File: config.mk
export PLATFORM = sky130hd
export DESIGN_NAME = instr_fetch_buffer
export DESIGN_NICKNAME = d
export VERILOG_FILES = /design/src/rtl/strv32i_pkg.sv /design/src/rtl/fetch_fifo.sv /design/src/rtl/instr_fetch_buffer.sv
export SDC_FILE = /design/constraint.sdc
export NUM_CORES = 1
export LEC_CHECK = 0
export BUFFER_PORTS_ARGS = -buffer_cell sky130_fd_sc_hd__buf_2
export CORE_UTILIZATION = 50
export CTS_CLUSTER_SIZE = 24
export DETAILED_ROUTE_END_ITERATION = 8
export PLACE_DENSITY_LB_ADDON = 0.2
export SLEW_MARGIN = 10
export SYNTH_ARGS = -nofsm -noshare
export SYNTH_HDL_FRONTEND = slang
export SYNTH_SLANG_ARGS = --single-unit
File: constraint.sdc
create_clock -name clk_in -period 10.8 [get_ports clk_in]
set_input_delay 0.54 -clock clk_in [delete_from_list [all_inputs] [get_ports clk_in]]
set_output_delay 0.54 -clock clk_in [all_outputs]
set_load 0.01 [all_outputs]
File: src/rtl/strv32i_pkg.sv
// strv32i_pkg: shared definitions for the STRV32I fetch stage.
//   FETCH_DEPTH      default instruction FIFO depth
//   FETCH_MAX_OUTST  default limit on granted-but-unanswered imem requests
//   RV32I_NOP        canonical RV32I no-op (addi x0, x0, 0)
//   fetch_entry_t    one decoded-stage entry: {pc, instr}
package strv32i_pkg;

    localparam int FETCH_DEPTH     = 2;
    localparam int FETCH_MAX_OUTST = 2;

    localparam logic [31:0] RV32I_NOP = 32'h0000_0013;

    typedef struct packed {
        logic [31:0] pc;
        logic [31:0] instr;
    } fetch_entry_t;

endpackage

File: src/rtl/fetch_fifo.sv
// fetch_fifo: generic synchronous FIFO with registered storage.
//   clk, rst_n  clock, asynchronous active-low reset
//   clear       drop all contents at the next edge (wins over push/pop)
//   push/wdata  write an entry (accepted when not full, or when popping too)
//   pop         remove the head (ignored when empty)
//   rdata       head entry, combinational from storage
//   full/empty/count  occupancy status
module fetch_fifo #(
    parameter int WIDTH = 32,
    parameter int DEPTH = 2
) (
    input  logic                   clk,
    input  logic                   rst_n,
    input  logic                   clear,
    input  logic                   push,
    input  logic                   pop,
    input  logic [WIDTH-1:0]       wdata,
    output logic [WIDTH-1:0]       rdata,
    output logic                   full,
    output logic                   empty,
    output logic [$clog2(DEPTH):0] count
);

    // A one-entry FIFO still needs a one-bit pointer to index storage.
    localparam int AW = (DEPTH > 1) ? $clog2(DEPTH) : 1;
    localparam int CW = $clog2(DEPTH) + 1;

    logic [WIDTH-1:0] mem [DEPTH];
    logic [AW-1:0]    wr_ptr;
    logic [AW-1:0]    rd_ptr;
    logic             do_push;
    logic             do_pop;

    assign empty   = (count == '0);
    assign full    = (count == CW'(DEPTH));
    assign rdata   = mem[rd_ptr];
    assign do_pop  = pop & ~empty;
    assign do_push = push & (~full | do_pop);

    always_ff @(posedge clk or negedge rst_n) begin
        if (!rst_n) begin
            wr_ptr <= '0;
            rd_ptr <= '0;
            count  <= '0;
        end else if (clear) begin
            wr_ptr <= '0;
            rd_ptr <= '0;
            count  <= '0;
        end else begin
            // Explicit wrap keeps non-power-of-two depths correct.
            if (do_push) begin
                wr_ptr <= (wr_ptr == AW'(DEPTH - 1)) ? '0 : wr_ptr + AW'(1);
            end
            if (do_pop) begin
                rd_ptr <= (rd_ptr == AW'(DEPTH - 1)) ? '0 : rd_ptr + AW'(1);
            end
            case ({do_push, do_pop})
                2'b10:   count <= count + CW'(1);
                2'b01:   count <= count - CW'(1);
                default: count <= count;
            endcase
        end
    end

    always_ff @(posedge clk) begin
        if (do_push && !clear) begin
            mem[wr_ptr] <= wdata;
        end
    end

endmodule

File: src/rtl/instr_fetch_buffer.sv
// instr_fetch_buffer: fetch stage between the PC unit and decode.
//   clk_in, rst_in                         clock, asynchronous active-low reset
//   flush_in                               redirect: drop buffered and in-flight fetches
//   fetch_addr_in/_valid_in/_ready_out     address stream from the PC unit
//   imem_req_out/_addr_out/_gnt_in         imem request channel
//   imem_rvalid_in/_rdata_in               imem in-order response channel
//   instr_valid_out/_ready_in              decode handshake
//   instr_out, instr_pc_out                head {instr, pc}
//
// Handshakes: a transfer happens in a cycle where both sides of the pair are
// high (fetch_addr_valid_in & fetch_addr_ready_out, imem_req_out & imem_gnt_in,
// instr_valid_out & instr_ready_in); valid never depends on the paired ready.
module instr_fetch_buffer
    import strv32i_pkg::*;
#(
    parameter int DEPTH     = FETCH_DEPTH,
    parameter int MAX_OUTST = FETCH_MAX_OUTST
) (
    input  logic        clk_in,
    input  logic        rst_in,
    input  logic        flush_in,
    input  logic [31:0] fetch_addr_in,
    input  logic        fetch_addr_valid_in,
    output logic        fetch_addr_ready_out,
    output logic        imem_req_out,
    output logic [31:0] imem_addr_out,
    input  logic        imem_gnt_in,
    input  logic        imem_rvalid_in,
    input  logic [31:0] imem_rdata_in,
    output logic        instr_valid_out,
    input  logic        instr_ready_in,
    output logic [31:0] instr_out,
    output logic [31:0] instr_pc_out
);

    localparam int CW = $clog2(DEPTH) + 1;
    localparam int OW = $clog2(MAX_OUTST) + 1;
    localparam int SW = CW + OW;

    logic [OW-1:0] outst;
    logic [OW-1:0] drop_cnt;
    logic [CW-1:0] fifo_cnt;
    logic [OW-1:0] pend_cnt;
    logic          credit_ok;
    logic          handshake;
    logic          rsp_ok;
    logic          rsp_keep;
    logic          head_pop;
    logic          fifo_empty;
    logic          fifo_full;
    logic          pend_empty;
    logic          pend_full;
    logic [31:0]   rsp_pc;
    fetch_entry_t  push_entry;
    fetch_entry_t  head_entry;

    // Every in-flight request already owns a FIFO slot, so a response can
    // always be written without checking fullness.
    assign credit_ok = (({{OW{1'b0}}, fifo_cnt} + {{CW{1'b0}}, outst}) < SW'(DEPTH))
                     && (outst < OW'(MAX_OUTST));

    // Combinational outputs are forced low while reset is held so the stage
    // is silent immediately, not only after the next edge.
    assign imem_req_out         = rst_in & fetch_addr_valid_in & credit_ok & ~flush_in;
    assign imem_addr_out        = rst_in ? {fetch_addr_in[31:2], 2'b00} : 32'h0;
    assign handshake            = imem_req_out & imem_gnt_in;
    assign fetch_addr_ready_out = handshake;

    // A response with nothing outstanding is a protocol error and is ignored.
    assign rsp_ok   = imem_rvalid_in & (outst != '0);
    assign rsp_keep = rsp_ok & (drop_cnt == '0) & ~flush_in;

    assign push_entry = '{pc: rsp_pc, instr: imem_rdata_in};

    assign instr_valid_out = ~fifo_empty;
    assign head_pop        = instr_valid_out & instr_ready_in & ~flush_in;
    assign instr_out       = instr_valid_out ? head_entry.instr : 32'h0;
    assign instr_pc_out    = instr_valid_out ? head_entry.pc    : 32'h0;

    always_ff @(posedge clk_in or negedge rst_in) begin
        if (!rst_in) begin
            outst    <= '0;
            drop_cnt <= '0;
        end else begin
            case ({handshake, rsp_ok})
                2'b10:   outst <= outst + OW'(1);
                2'b01:   outst <= outst - OW'(1);
                default: outst <= outst;
            endcase
            // Everything still in flight at a redirect belongs to the old
            // path; the response landing in the flush cycle is dropped here.
            if (flush_in) begin
                drop_cnt <= outst - (rsp_ok ? OW'(1) : OW'(0));
            end else if (rsp_ok && (drop_cnt != '0)) begin
                drop_cnt <= drop_cnt - OW'(1);
            end
        end
    end

    // Pending-PC queue survives a flush: dropped responses still pop it so
    // later tags stay aligned with their responses.
    fetch_fifo #(
        .WIDTH (32),
        .DEPTH (MAX_OUTST)
    ) u_pend_q (
        .clk   (clk_in),
        .rst_n (rst_in),
        .clear (1'b0),
        .push  (handshake),
        .pop   (rsp_ok),
        .wdata (fetch_addr_in),
        .rdata (rsp_pc),
        .full  (pend_full),
        .empty (pend_empty),
        .count (pend_cnt)
    );

    fetch_fifo #(
        .WIDTH ($bits(fetch_entry_t)),
        .DEPTH (DEPTH)
    ) u_instr_q (
        .clk   (clk_in),
        .rst_n (rst_in),
        .clear (flush_in),
        .push  (rsp_keep),
        .pop   (head_pop),
        .wdata (push_entry),
        .rdata (head_entry),
        .full  (fifo_full),
        .empty (fifo_empty),
        .count (fifo_cnt)
    );

    a_rvalid_needs_outst: assert property (@(posedge clk_in) disable iff (!rst_in)
        imem_rvalid_in |-> (outst != '0));
    a_outst_tracks_queue: assert property (@(posedge clk_in) disable iff (!rst_in)
        outst == pend_cnt);
    a_pend_no_overflow: assert property (@(posedge clk_in) disable iff (!rst_in)
        handshake |-> !pend_full);
    a_pend_tag_present: assert property (@(posedge clk_in) disable iff (!rst_in)
        rsp_ok |-> !pend_empty);
    a_fifo_no_overflow: assert property (@(posedge clk_in) disable iff (!rst_in)
        rsp_keep |-> !fifo_full);

endmodule

==> key figures <==
Critical path
  • Worst reg2reg path endpoint: u_pend_q.mem[0][14]
  • Launch point of the worst reg-to-reg path: u_instr_q.count[0]
  • CP Capture Type: flip-flop
  • Startpoint kind of the worst setup timing path: flip-flop
  • Arrival time at the worst endpoint: 3.36 ns
  • Number of buffer and inverter stages on the critical path: 0
  • Gate family responsible for the most delay along the worst path: simple AND/OR/NAND/NOR gates
  • Total stage count of the critical path: 5
  • R2R setup slack: 7.54 ns
  • Req. time, crit path: 10.89 ns
  • Capture point of the critical path: u_pend_q.mem[0][14]
  • Worst setup path start: u_instr_q.count[0]
  • Largest fanout on the critical path: 32
  • Critical path type: flip-flop to flip-flop
  • Slowest stage delay, CP: 0.77 ns
  • Slowest cell on the critical path: sky130_fd_sc_hd__nor2_4
  • Cell-by-cell listing of the critical path: and2_1 > fa_1 > or4_4 > a311o_4 > nor2_4
  • Worst Reg2Reg Path Length in Cells: 5

Clocking
  • Number of buffers inserted for hold repair after clock tree synthesis: 0
  • Setup Fix Bufs, Post-CTS: 0
  • Cts bufs inserted: 21
  • Clock-pin slew of the registers on the worst-case setup and hold paths: 0.06 ns
  • # H-tree levels: 1
  • Root buffer cell: sky130_fd_sc_hd__clkbuf_16
  • TritonCTS clock tree: yes
  • Sinks on the clock net: 204
  • Post_cts resized: 0
  • Buffers from clock root to sink, at most: 3
  • Clock latency reported for the late side of the worst-skew pair: 0.48 ns

Drt
  • Number of search-and-repair iterations in the first detailed-routing pass: 4
  • Final wirelength: 14400 µm
  • Detailed-route wire length per cell: 16.2 µm
  • Drt drc: 0
  • Number of nets with antenna violations after detailed routing: 0
  • Routed via count divided by cell count: 4.99
  • Initial DRC count: between 200 and 250
  • Via total after detailed routing: 4439

Die
  • Cell row count: between 40 and 50
  • Horiz. Die Dim: 129 µm
  • CORE AREA: 15800 µm²
  • Initial standard-cell utilization of the core: 51.1%
  • Number of placed I/O pins: 170
  • Area of the die: 16700 µm²
  • Die Y-Extent: about 130 µm

Timing
  • Worst setup margin: 7.54 ns
  • Relative max-transition margin: 20.7%
  • Clk_skew: 0.0132 ns
  • Post-layout min period: 3.26 ns
  • Highest clock rate: ~0.31 GHz
  • Actual transition at the worst max-transition pin: 1.19 ns
  • Finish-stage setup viols: 0
  • Setup repair after global routing missed its margin: false
  • Slew Limit Fails: 0
  • Final Hold Fails: 0
  • Final TNS setup: 0 ns
  • Period utilization: 30.2%

Global routing
  • Wire length of the first global-routing pass: 22000 µm
  • Global Route Usage Sum: between 15 and 20%
  • Pin count of the biggest net entering global routing: 66
  • Vias in the first global route: 4405
  • Antenna violations before repair: 1
  • Final global-route overflow total: 0

Synthesis
  • Area of the mapped netlist: between 8000 and 9000 µm²
  • Primary FF master, synth: sky130_fd_sc_hd__edfxtp_1
  • Count of flip-flops with a built-in enable after synthesis: 192
  • Fraction of the yosys area taken by sequential cells: 74.9%
  • Share of synthesized flip-flops with an asynchronous set or reset: 5.88%
  • Mean instance size in the synthesized netlist: around 17 µm²
  • Flip-flop and latch count after synthesis: 204
  • Synth Warn #: 0
  • Gate count after technology mapping: slightly below 500
  • Count of different cell masters after synthesis: 39

Layout
  • Most common cell after layout, fill and taps aside: sky130_fd_sc_hd__edfxtp_1
  • Number of inserted diodes: 0
  • Final net count: 736
  • Area growth from synthesis to layout: 21.4%
  • Share of post-route cells with drive strength above 1: 36.5%
  • Most frequent cells in the layout: sky130_fd_sc_hd__edfxtp_1, sky130_fd_sc_hd__buf_2, sky130_fd_sc_hd__nor2_1, sky130_fd_sc_hd__mux2i_1, sky130_fd_sc_hd__mux2_2
  • Number of inserted filler cells in the final layout: 1204

Placed design
  • Post-Place Setup Slack: 7.51 ns
  • Routability congestion estimate from global placement: 0.684
  • Half-perimeter wire length of the detailed placement result: between 8000 and 9000 µm
  • Count of buffers from port buffering: approximately 170

Hold path
  • Path class of the lowest-slack min-delay path: primary input to asynchronous set/reset pin

Status
  • Run status: completed

Power
  • P_leak: 3.69 nW
  • Pwr Total: roughly 2 mW
  • IR drop worst, VDD: roughly 0.17 mV
  • Power density over cell area: 204 nW/µm²

Run
  • Maxcap violations: 0
## sequential cells by signal, indices dropped and copies added, names as in the netlist
register	count
u_instr_q.rd_ptr	1
u_pend_q.rd_ptr	1
u_instr_q.count	2
u_pend_q.mem	64
drop_cnt	2
u_pend_q.wr_ptr	1
u_instr_q.wr_ptr	1
u_pend_q.count	2
u_instr_q.mem	128
outst	2
## metrics by stage
stage / std cells / util [%] / hold WS (ns) / cell area, µm²
6_report: 890 / 62.1 / 0.126 / 9830
5_1_grt: 890 / 62.1 / 0.153 / 9830
4_1_cts: 890 / 62.1 / 0.130 / 9830
3_5_place_dp: 853 / 57.9 / 0.507 / 9160
3_3_place_gp: 853 / 57.9 / 0.501 / 9160
2_1_floorplan: 491 / - / 0.244 / 8100
## area by class of cell
cell class	count	area, µm²	area share [%]
inverter	9	33.8	0.344
tap	216	270	2.75
clock inverter	8	92.6	0.942
clock buffer	29	576	5.86
multi-input combinational	252	1910	19.5
timing repair buffer	172	873	8.88
sequential	204	6070	61.8
## synth_stat cells, types with 3 or more instances
cell type | n | area [µm²]
sky130_fd_sc_hd__and2_1 | 31 | 194
sky130_fd_sc_hd__buf_1 | 5 | 18.8
sky130_fd_sc_hd__buf_2 | 11 | 55.1
sky130_fd_sc_hd__clkbuf_1 | 8 | 30.0
sky130_fd_sc_hd__dfrtp_1 | 12 | 300
sky130_fd_sc_hd__edfxtp_1 | 192 | 5770
sky130_fd_sc_hd__ha_1 | 4 | 50.1
sky130_fd_sc_hd__inv_1 | 9 | 33.8
sky130_fd_sc_hd__mux2_2 | 33 | 372
sky130_fd_sc_hd__mux2i_1 | 64 | 641
sky130_fd_sc_hd__nand2_1 | 3 | 11.3
sky130_fd_sc_hd__nor2_1 | 78 | 293
sky130_fd_sc_hd__nor3_1 | 3 | 15.0
sky130_fd_sc_hd__o21ai_0 | 3 | 15.0
sky130_fd_sc_hd__xnor2_1 | 4 | 35.0
sky130_fd_sc_hd__xor2_1 | 5 | 43.8
## worst register-to-register path: stages (launching register included)
cell,delay (ns)
sky130_fd_sc_hd__dfrtp_1,0.49
sky130_fd_sc_hd__and2_1,0.23
sky130_fd_sc_hd__fa_1,0.44
sky130_fd_sc_hd__or4_4,0.56
sky130_fd_sc_hd__a311o_4,0.38
sky130_fd_sc_hd__nor2_4,0.77
## report_power, final
part / switching [mW] / internal (mW) / leakage [nW] / total, mW
Clock: 0.273 / 0.420 / 0.330 / 0.693
Sequential: 0.0690 / 0.940 / 1.88 / 1.01
Combinational: 0.154 / 0.151 / 1.49 / 0.304
## worst min-delay path by stage
stage | startpoint | to | slack (ns)
6_report | rst_in | u_pend_q.count[1] | 0.13
2_1_floorplan | rst_in | drop_cnt[0] | 0.24
4_1_cts | rst_in | u_pend_q.count[1] | 0.13
5_1_grt | rst_in | u_pend_q.count[1] | 0.15
3_5_place_dp | u_pend_q.count[1] | u_pend_q.count[1] | 0.51
3_3_place_gp | u_pend_q.count[1] | u_pend_q.count[1] | 0.50
## cells by family (layout without fill, tap and decap cells)
kind of cell    count (synthesis)  count (layout)  share of synthesized area, %
flops                         204             204                          74.9
simple gates                  125             125                          7.23
mux                            97              97                          12.5
buf+inv                        35             218                          1.89
compound gates                 13              13                          1.36
xor+xnor                       10              10                          1.17
fa+ha+maj                       5               5                         0.866
other cells                     1               2                        0.0463
## metal layers
metal	GRT usage (%)	vias up	part of all wire [%]
li1	-	2137	-
met1	20.6	2163	42
met2	31.4	120	52
met3	3.51	17	4.9
met4	4.64	2	1.2
met5	0	-	0.062
Note: power is estimated with default switching activity, not from simulation.
